**config.mk**
```make
export PLATFORM = sky130hd
export DESIGN_NAME = fifo_width_conversion_param
export DESIGN_NICKNAME = d
export VERILOG_FILES = /design/src/rtl/fifo_wc_pkg.sv /design/src/rtl/fifo_wc_controller.sv /design/src/rtl/fifo_width_conversion_param.sv
export SDC_FILE = /design/constraint.sdc
export NUM_CORES = 1
export LEC_CHECK = 0
export CAP_MARGIN = 20
export CORE_UTILIZATION = 55
export CTS_CLUSTER_DIAMETER = 120
export DETAILED_ROUTE_END_ITERATION = 7
export PLACE_DENSITY_LB_ADDON = 0.12
export SYNTH_ARGS = -nofsm -noshare
export SYNTH_HDL_FRONTEND = slang
export SYNTH_SLANG_ARGS = --single-unit
```
**constraint.sdc**
```tcl
create_clock -name clk_i -period 6.3 [get_ports clk_i]
set_clock_uncertainty 0.1 [all_clocks]
set_input_delay 0.63 -clock clk_i [delete_from_list [all_inputs] [get_ports clk_i]]
set_output_delay 0.63 -clock clk_i [all_outputs]
set_load 0.02 [all_outputs]
```
**src/rtl/fifo_wc_pkg.sv**
```systemverilog
// Shared helpers for the write-wide / read-narrow FIFO.
// The sizing values depend on module parameters, so they are provided as
// constant functions and each module turns them into local parameters:
//   fifo_wc_depth     : DEPTH = 2**ADDR_WIDTH narrow entries
//   fifo_wc_row_bits  : ROW_BITS = $clog2(RATIO), the low index bits inside one wide row
//   fifo_wc_params_ok : RATIO is a power of two >= 2, and the storage holds at least two rows
package fifo_wc_pkg;

   function automatic int fifo_wc_depth(input int addr_width);
      return 1 << addr_width;
   endfunction

   function automatic int fifo_wc_row_bits(input int ratio);
      return $clog2(ratio);
   endfunction

   function automatic bit fifo_wc_params_ok(input int ratio, input int addr_width);
      return (ratio >= 2) && ((ratio & (ratio - 1)) == 0) &&
             ((1 << addr_width) >= 2 * ratio);
   endfunction

endpackage

```
**src/rtl/fifo_wc_controller.sv**
```systemverilog
// Pointer, fill level and flag logic for the width-converting FIFO.
// The write pointer steps by RATIO, so it always lands on the start of a
// row. The read pointer steps by 1. Both pointers carry one extra wrap bit,
// which lets the fill level be taken as a plain modular difference.
// Ports:
//   clk_i, reset_ni      clock and asynchronous active-low reset
//   write_i, read_i      push and pop requests
//   wr_en_o              write accepted this cycle (storage update strobe)
//   wr_row_o             row index written by an accepted write
//   rd_idx_o             storage index of the head entry
//   empty_o, full_o      registered status flags
//   count_o              number of stored narrow entries
//   overflow_o           one-cycle pulse after a rejected write
//   underflow_o          one-cycle pulse after a rejected read
module fifo_wc_controller
   import fifo_wc_pkg::*;
#(
   parameter int RATIO      = 4,
   parameter int ADDR_WIDTH = 4
) (
   input  logic                                            clk_i,
   input  logic                                            reset_ni,
   input  logic                                            write_i,
   input  logic                                            read_i,
   output logic                                            wr_en_o,
   output logic [ADDR_WIDTH-fifo_wc_row_bits(RATIO)-1:0]   wr_row_o,
   output logic [ADDR_WIDTH-1:0]                           rd_idx_o,
   output logic                                            empty_o,
   output logic                                            full_o,
   output logic [ADDR_WIDTH:0]                             count_o,
   output logic                                            overflow_o,
   output logic                                            underflow_o
);

   localparam int DEPTH    = fifo_wc_depth(ADDR_WIDTH);
   localparam int ROW_BITS = fifo_wc_row_bits(RATIO);
   localparam int PTR_W    = ADDR_WIDTH + 1;

   logic [PTR_W-1:0] wptr_q, wptr_d;
   logic [PTR_W-1:0] rptr_q, rptr_d;
   logic             empty_q, empty_d;
   logic             full_q, full_d;
   logic             overflow_q, overflow_d;
   logic             underflow_q, underflow_d;
   logic             wr_acc;
   logic             rd_acc;
   logic [PTR_W-1:0] count_d;
   logic [PTR_W-1:0] free_d;

   // Acceptance uses only the registered flags: a same-cycle read does not
   // make room for a write, and a same-cycle write does not make data readable.
   assign wr_acc = write_i & ~full_q;
   assign rd_acc = read_i & ~empty_q;

   always_comb begin
      wptr_d      = wptr_q + (wr_acc ? PTR_W'(RATIO) : '0);
      rptr_d      = rptr_q + (rd_acc ? PTR_W'(1) : '0);
      count_d     = wptr_d - rptr_d;
      free_d      = PTR_W'(DEPTH) - count_d;
      empty_d     = (count_d == '0);
      full_d      = (free_d < PTR_W'(RATIO));
      overflow_d  = write_i & full_q;
      underflow_d = read_i & empty_q;
   end

   always_ff @(posedge clk_i or negedge reset_ni) begin
      if (!reset_ni) begin
         wptr_q      <= '0;
         rptr_q      <= '0;
         empty_q     <= 1'b1;
         full_q      <= 1'b0;
         overflow_q  <= 1'b0;
         underflow_q <= 1'b0;
      end else begin
         wptr_q      <= wptr_d;
         rptr_q      <= rptr_d;
         empty_q     <= empty_d;
         full_q      <= full_d;
         overflow_q  <= overflow_d;
         underflow_q <= underflow_d;
      end
   end

   assign wr_en_o     = wr_acc;
   assign wr_row_o    = wptr_q[ADDR_WIDTH-1:ROW_BITS];
   assign rd_idx_o    = rptr_q[ADDR_WIDTH-1:0];
   assign count_o     = wptr_q - rptr_q;
   assign empty_o     = empty_q;
   assign full_o      = full_q;
   assign overflow_o  = overflow_q;
   assign underflow_o = underflow_q;

endmodule

```
**src/rtl/fifo_width_conversion_param.sv**
```systemverilog
// Write-wide / read-narrow FIFO. Each accepted write stores one
// RATIO*DATA_WIDTH word as RATIO narrow entries in one aligned row, with the
// lowest slice first. Each accepted read pops one DATA_WIDTH entry.
// read_data_o is first-word-fall-through.
// Ports:
//   clk_i, reset_ni      clock and asynchronous active-low reset
//   write_i/write_data_i wide push request and data
//   read_i               narrow pop request
//   read_data_o          head entry (valid while empty_o = 0)
//   empty_o, full_o      status; full_o means fewer than RATIO free entries
//   count_o              stored narrow entries, 0..2**ADDR_WIDTH
//   overflow_o           one-cycle pulse after a rejected write
//   underflow_o          one-cycle pulse after a rejected read
module fifo_width_conversion_param
   import fifo_wc_pkg::*;
#(
   parameter int DATA_WIDTH = 8,
   parameter int RATIO      = 4,
   parameter int ADDR_WIDTH = 4
) (
   input  logic                        clk_i,
   input  logic                        reset_ni,
   input  logic                        write_i,
   input  logic [RATIO*DATA_WIDTH-1:0] write_data_i,
   input  logic                        read_i,
   output logic [DATA_WIDTH-1:0]       read_data_o,
   output logic                        empty_o,
   output logic                        full_o,
   output logic [ADDR_WIDTH:0]         count_o,
   output logic                        overflow_o,
   output logic                        underflow_o
);

   localparam int DEPTH    = fifo_wc_depth(ADDR_WIDTH);
   localparam int ROW_BITS = fifo_wc_row_bits(RATIO);
   localparam int ROW_W    = ADDR_WIDTH - ROW_BITS;

   if (!fifo_wc_params_ok(RATIO, ADDR_WIDTH)) begin : g_param_check
      $error("fifo_width_conversion_param: RATIO must be a power of two >= 2 and 2**ADDR_WIDTH >= 2*RATIO");
   end

   logic                  wr_en;
   logic [ROW_W-1:0]      wr_row;
   logic [ADDR_WIDTH-1:0] rd_idx;
   logic [DATA_WIDTH-1:0] mem_q [DEPTH];
   logic [DATA_WIDTH-1:0] mem_d [DEPTH];

   fifo_wc_controller #(
      .RATIO      (RATIO),
      .ADDR_WIDTH (ADDR_WIDTH)
   ) u_ctrl (
      .clk_i       (clk_i),
      .reset_ni    (reset_ni),
      .write_i     (write_i),
      .read_i      (read_i),
      .wr_en_o     (wr_en),
      .wr_row_o    (wr_row),
      .rd_idx_o    (rd_idx),
      .empty_o     (empty_o),
      .full_o      (full_o),
      .count_o     (count_o),
      .overflow_o  (overflow_o),
      .underflow_o (underflow_o)
   );

   // A wide write fills the whole row; slice k lands at row*RATIO + k.
   always_comb begin
      mem_d = mem_q;
      if (wr_en) begin
         for (int k = 0; k < RATIO; k++) begin
            mem_d[{wr_row, ROW_BITS'(k)}] = write_data_i[k*DATA_WIDTH +: DATA_WIDTH];
         end
      end
   end

   // Storage contents are deliberately not reset; the pointers gate validity.
   always_ff @(posedge clk_i) begin
      mem_q <= mem_d;
   end

   assign read_data_o = mem_q[rd_idx];

endmodule

```
==> metrics.log, run 1 <==
INFO  metric h-tree-depth = 4
INFO  metric detail_route.wirelength = 11300 µm
INFO  metric topRoutingLayerUsed = met4
INFO  metric floorplan.die.width = about 110 µm
INFO  metric grt_antenna_before_repair = 0
INFO  metric worstPathMaxFanout = 29
INFO  metric fp.dieArea = around 11000 µm²
INFO  metric cts_made_buffers = 17
INFO  metric met3_routed_wirelength = 577 µm
INFO  metric numPortBuffers = 52
INFO  metric timing.critical_path.cells = buf_4, mux4_1, nand2_1, and3_1, a31oi_1, clkdlybuf4s50_1
INFO  metric first_global_vias = 3386
INFO  metric drive_above_1_share = 0.130
INFO  metric num_vias = 3138
INFO  metric netlist_area = 5870 µm²
INFO  metric fin_nets = 441
INFO  metric floorplan.io_pins = 53
INFO  metric rows = 37
INFO  metric route.met2.wl = 5680 µm
INFO  metric synth_cells = 330
INFO  metric synth.yosys.warnings = 0
INFO  metric num_clock_sinks = 140
INFO  metric maxCapViolations = 0
INFO  metric synth.top_cell.area_share = 0.655
INFO  metric effective_utilization_at_floorplan = 0.569
INFO  metric post_cts.resized_instances = 0
INFO  metric crit_slowest_cell = dfrtp_2
INFO  metric clk_root_buffer_cell = clkbuf_8
INFO  metric outcome = complete, no violations
INFO  metric syn_nets = 377
INFO  metric flow.area_growth_from_synthesis = 21.1%
INFO  metric leakage_power_total = 2.62 nW
INFO  metric critical_path.startpoint_type = register
INFO  metric maxClockFrequency = 237 MHz
INFO  metric gpl.final_weighted_congestion = 0.785
INFO  metric pre_cts_slack = 2650 ps
INFO  metric grt_max_degree = 30
INFO  metric fin_tns_setup = 0 ps
INFO  metric avg_vias_per_cell = around 5.8
INFO  metric die_height = 105 µm
INFO  metric rr_endpoint = u_ctrl.full_o$_DFF_PN0_
INFO  metric worst_ep_required_time = 5570 ps
INFO  metric worstMarginPinSlew = approximately 860 ps
INFO  metric wl_per_cell = 20.8 µm
INFO  metric drt.antenna.violating_nets = 0
INFO  metric dpl.hpwl = 7010 µm
INFO  metric finalWorstSetupSlack = roughly 2100 ps
INFO  metric timing.reg2reg.setup_slack = 3080 ps
INFO  metric ctsLongestPathBuffers = 2
INFO  metric yosys-top-cells-area = edfxtp_1 (65%), mux2i_1 (4.8%), dfrtp_1 (4.7%)
INFO  metric slowest_delay = 790 ps
INFO  metric finalCoreUtilization = 0.689
INFO  metric period_share = 0.669
INFO  metric synth_sequential_area_ratio = 0.706
INFO  metric grt_overflow = 0
INFO  metric worst-r2r-cell-count = 9
INFO  metric drc_errors = 0
INFO  metric headroom_to_the_max_slew_limit = 0.424
INFO  metric final.min_clock_period = 4210 ps
INFO  metric report.final.setup_viol = 0
INFO  metric timing_worst_setup_path_type = register to output port
INFO  metric post-cts-setup-buffer-count = 0
INFO  metric stdcell_count = around 540
INFO  metric end_kind = output port
INFO  metric critical_path.reg2reg.startpoint = u_ctrl.rptr_q[2]$_DFF_PN0_
INFO  metric antennaDiodeCount = 0
INFO  metric finalMaxSlewViolations = 0
INFO  metric tritoncts_clock_tree = done
INFO  metric clock_transition_at_the_registers_of_the_reported_paths = ~60 ps
INFO  metric dpl.cell_count = 509
INFO  metric drt_pre_antenna_iters = 4
INFO  metric grt_use_total = 0.231
INFO  metric ctsHoldBuffers = 0
INFO  metric grt_pass1_wl = 18200 µm
INFO  metric timing.hold.ws = 372 ps
INFO  metric rsz0062_at_grt = no
INFO  metric vdd_drop_max = between 0.4 and 0.5 mV
INFO  metric route.layer.met1.wl = 4830 µm
INFO  metric synth.largest_area_cell = edfxtp_1
INFO  metric arrival = 3480 ps
INFO  metric power-per-cell-area = 532 nW/µm²
INFO  metric synth_cell_types = 33
INFO  metric first_iter_violations = 181
INFO  metric core = 10300 µm²
INFO  metric timing.hold.worst.class = input pin to async pin
INFO  metric finalHoldViolCount = 0
INFO  metric clk-insertion-delay-late = 530 ps
INFO  metric synth.ff_latch_count = 140
INFO  metric synthesis.area_per_instance = 17.8 µm²
## routing by layer
metal | GRT usage | vias to the layer above
met1 | 0.293 | 1586
met3 | 0.0693 | 19
met2 | 0.371 | 97
met4 | 0.0986 | 0
met5 | 0 | -
li1 | - | 1436
## cell families after synthesis
logic type	synth area share
simple gates	0.0603
flops	0.706
mux	0.121
fa+ha+maj	0.0234
buf+inv	0.0262
xor+xnor	0.0202
compound gates	0.0433
## layout make-up
class                      count  area, µm²
sequential                   140       4150
multi-input combinational    166       1580
clock inverter                13        174
inverter                       9       33.8
fill                         699       3220
tap                          136        170
timing repair buffer          60        584
clock buffer                  19        422
## worst max path at each step
stage	from	endpoint	slack (ps)	cells past startpoint
3_3_place_gp	u_ctrl.rptr_q[0]$_DFF_PN0_	read_data_o[0]	2650	6
5_1_grt	u_ctrl.rptr_q[0]$_DFF_PN0_	read_data_o[0]	1920	6
3_5_place_dp	u_ctrl.rptr_q[0]$_DFF_PN0_	read_data_o[0]	2650	6
6_report	u_ctrl.rptr_q[0]$_DFF_PN0_	read_data_o[0]	2090	6
4_1_cts	u_ctrl.rptr_q[0]$_DFF_PN0_	read_data_o[0]	2060	6
2_1_floorplan	write_i	mem_q[100]$_DFFE_PP_	2840	2
## state kept, by name, indices dropped and copies added (netlist names)
name and count:
mem_q 128, u_ctrl.rptr_q 5, u_ctrl.wptr_q 3, u_ctrl.empty_o 1
u_ctrl.full_o 1, u_ctrl.overflow_o 1, u_ctrl.underflow_o 1
## per-stage QoR
stage	power (mW)	instance area [µm²]
3_5_place_dp	2.80	6490
5_1_grt	3.98	7110
2_1_floorplan	2.35	5870
3_3_place_gp	2.77	6490
4_1_cts	3.80	7090
6_report	3.78	7110
## synth_stat cells (all sizes together)
library cell  number
xor2               4
inv                9
xnor2              7
buf               11
nor3               1
a21o               2
and3              12
mux2i             28
a221oi            14
edfxtp           128
nor2               1
o21ai              7
a22oi              7
nor2b              4
nand2             12
xnor3              1
nor3b              1
ha                11
dfstp              1
a31oi              3
nand2b             1
a21oi              2
clkbuf             4
mux4              18
dfrtp             11
and2              29
nand3              1
## placed cells by master (no fill, tap or decap), types with 2 or more instances in the layout
master	count
inv_1	8
buf_4	7
a21oi_1	2
edfxtp_1	128
mux4_1	6
a22oi_1	7
and3_1	12
clkinvlp_4	4
a221oi_1	14
a31oi_1	3
xor2_1	4
bufinv_16	4
mux4_2	12
ha_1	11
nor2b_1	4
xnor2_1	7
clkinv_2	4
and2_1	29
a21o_1	2
o21ai_0	7
clkdlybuf4s50_1	52
dfrtp_1	10
mux2i_1	28
nand2_1	12
clkbuf_1	2
clkbuf_16	16
## where the power goes
group	switching (mW)	total, mW	internal [mW]
combinational	0.733	1.40	0.666
clock	0.362	0.999	0.637
sequential	0.143	1.38	1.24
## worst max-delay path, delay by kind of cell (launching register included)
family | cells | cell delay [ps]
DFF | 1 | 790
buffers and inverters | 2 | 1180
muxes | 1 | 660
and+or+nand+nor | 2 | 240
AOI/OAI and AO/OA | 1 | 60
Note: power is estimated with default switching activity, not from simulation.
==> inputs of run 2 (changes only) <==
- CORE_UTILIZATION: 55 -> 52
- clock period: 6.3 -> 3.45 ns (I/O delays scaled with it)
==> metrics.log, run 2 (synthesized netlist as in run 1, its figures left out) <==
INFO  metric timing.hold.ws = between 150 and 200 ps
INFO  metric final.min_clock_period = between 3000 and 4000 ps
INFO  metric cts_made_buffers = 17
INFO  metric crit_slowest_cell = clkdlybuf4s50_1
INFO  metric rsz0062_at_grt = no
INFO  metric worst_ep_required_time = 3000 ps
INFO  metric num_vias = 3159
INFO  metric largest_register_ff_count = 128
INFO  metric met3_routed_wirelength = 443 µm
INFO  metric route.met2.wl = ~6000 µm
INFO  metric avg_vias_per_cell = 5.67
INFO  metric most-common-layout-cells = edfxtp_1 (128), clkdlybuf4s50_1 (52), and2_1 (29)
INFO  metric outcome = complete, no violations
INFO  metric fp.dieArea = roughly 12000 µm²
INFO  metric timing_worst_setup_path_type = register to output port
INFO  metric drt.antenna.violating_nets = 0
INFO  metric fin_tns_setup = 0 ps
INFO  metric num_clock_sinks = 140
INFO  metric finalMaxSlewViolations = 0
INFO  metric grt_overflow = 0
INFO  metric die_height = roughly 110 µm
INFO  metric worstPathMaxFanout = 24
INFO  metric antennaDiodeCount = 0
INFO  metric headroom_to_the_max_slew_limit = 0.524
INFO  metric grt_max_degree = 25
INFO  metric drt_pre_antenna_iters = 4
INFO  metric dpl.hpwl = 7380 µm
INFO  metric cpLargestDelayFamily = buffers and inverters
INFO  metric clk-insertion-delay-late = between 400 and 500 ps
INFO  metric arrival = approximately 2700 ps
INFO  metric period_share = 0.909
INFO  metric rows = 38
INFO  metric ctsHoldBuffers = 0
INFO  metric leading_cell_type_in_the_layout_fill_and_taps_excluded = edfxtp_1
INFO  metric h-tree-depth = 4
INFO  metric ctsLongestPathBuffers = 2
INFO  metric maxCapViolations = 0
INFO  metric effective_utilization_at_floorplan = 0.537
INFO  metric first_global_vias = 3381
INFO  metric post-cts-setup-buffer-count = 0
INFO  metric flow.area_growth_from_synthesis = 23.4%
INFO  metric drc_errors = 0
INFO  metric crit_buf_inv = 3
INFO  metric leakage_power_total = 2.70 nW
INFO  metric grt_pass1_wl = around 18000 µm
INFO  metric most_flops_register = mem_q
INFO  metric worstMarginPinSlew = 712 ps
INFO  metric timing.critical_path.cells = buf_4, inv_1, ha_1, a21o_1, a21oi_1, xnor2_1, clkdlybuf4s50_1
INFO  metric slowest_delay = 630 ps
INFO  metric detail_route.wirelength = 11400 µm
INFO  metric n_fill_cell = 802
INFO  metric report.final.setup_viol = 0
INFO  metric floorplan.die.width = 108 µm
INFO  metric grt_antenna_before_repair = 0
INFO  metric wl_per_cell = 20.5 µm
INFO  metric clk_root_buffer_cell = clkbuf_16
INFO  metric biggestRegsByFlops = mem_q: 128 flops, u_ctrl.rptr_q: 5 flops, u_ctrl.wptr_q: 3 flops
INFO  metric finalCoreUtilization = 0.662
INFO  metric tritoncts_clock_tree = done
INFO  metric maxClockFrequency = 319 MHz
INFO  metric first_iter_violations = between 150 and 200
INFO  metric power.total = 7.16 mW
INFO  metric end_kind = output port
INFO  metric clock_transition_at_the_registers_of_the_reported_paths = around 50 ps
INFO  metric finalHoldViolCount = 0
INFO  metric timing.hold.worst.class = input pin to async pin
INFO  metric fin_nets = 452
INFO  metric drive_above_1_share = 0.158
INFO  metric post_cts.resized_instances = 0
INFO  metric grt_use_total = 0.218
INFO  metric power-per-cell-area = 988 nW/µm²
INFO  metric topRoutingLayerUsed = met4
INFO  metric numPortBuffers = 52
INFO  metric core = ~11000 µm²
INFO  metric critical_path.startpoint_type = register
INFO  metric floorplan.io_pins = between 50 and 60
INFO  metric vdd_drop_max = 0.482 mV
INFO  metric route.layer.met1.wl = between 4000 and 5000 µm
INFO  metric gpl.final_weighted_congestion = 0.741
-- run 2: cell types whose count changed in the layout (fill, tap and decap cells not counted) --
cell	previous run	this run
clkbuf_8	1	0
inv_6	0	2
clkinvlp_4	4	2
bufinv_16	4	5
clkbuf_1	2	0
clkinv_1	1	0
clkinv_4	0	3
clkbuf_16	16	17
clkinv_2	4	2
buf_4	7	18
-- run 2: worst paths after layout --
path / start / endpoint / slack (ps) / cells after the start
worst max-delay path: u_ctrl.rptr_q[0]$_DFF_PN0_ / count_o[4] / 310 / 7
worst min-delay path: reset_ni / u_ctrl.underflow_o$_DFF_PN0_ / 190 / 1
worst max register to register: u_ctrl.empty_o$_DFF_PN1_ / u_ctrl.full_o$_DFF_PN0_ / 640 / 10
worst min register to register: u_ctrl.full_o$_DFF_PN0_ / u_ctrl.overflow_o$_DFF_PN0_ / 400 / 1
max in group asynchronous: reset_ni / u_ctrl.rptr_q[0]$_DFF_PN0_ / 2670 / 1
min in group clk_i: u_ctrl.full_o$_DFF_PN0_ / u_ctrl.overflow_o$_DFF_PN0_ / 400 / 1
-- run 2: report_power, final --
part | leakage, nW | switching, mW | internal [mW]
Clock | 0.310 | 0.685 | 1.28
Sequential | 1.33 | 0.128 | 2.26
Combinational | 1.06 | 1.50 | 1.29
Total | 2.70 | 2.32 | 4.84
-- run 2: cell type report --
type,count,area (µm²),share of cell area
clock inverters,14,219,0.0302
inverters,9,33.8,0.00466
clock buffers,17,425,0.0587
flip-flops and latches,140,4150,0.572
repair buffers,71,667,0.0921
well taps,140,175,0.0242
multi-input cells,166,1580,0.218
-- run 2: stage by stage --
stage / area (µm²) / cells / worst slack [ps]
floorplan: 5870 / 330 / 49.9
global placement: 6590 / 525 / 412
detailed placement: 6600 / 526 / 360
CTS: 7240 / 557 / 244
global route: 7240 / 557 / 96.0
finish: 7240 / 557 / 313
-- run 2: metal layers --
| metal | global-route usage | up-vias |
|---|---|---|
| li1 | - | 1461 |
| met1 | 0.262 | 1601 |
| met2 | 0.381 | 79 |
| met3 | 0.0609 | 18 |
| met4 | 0.0695 | 0 |
| met5 | 0 | - |
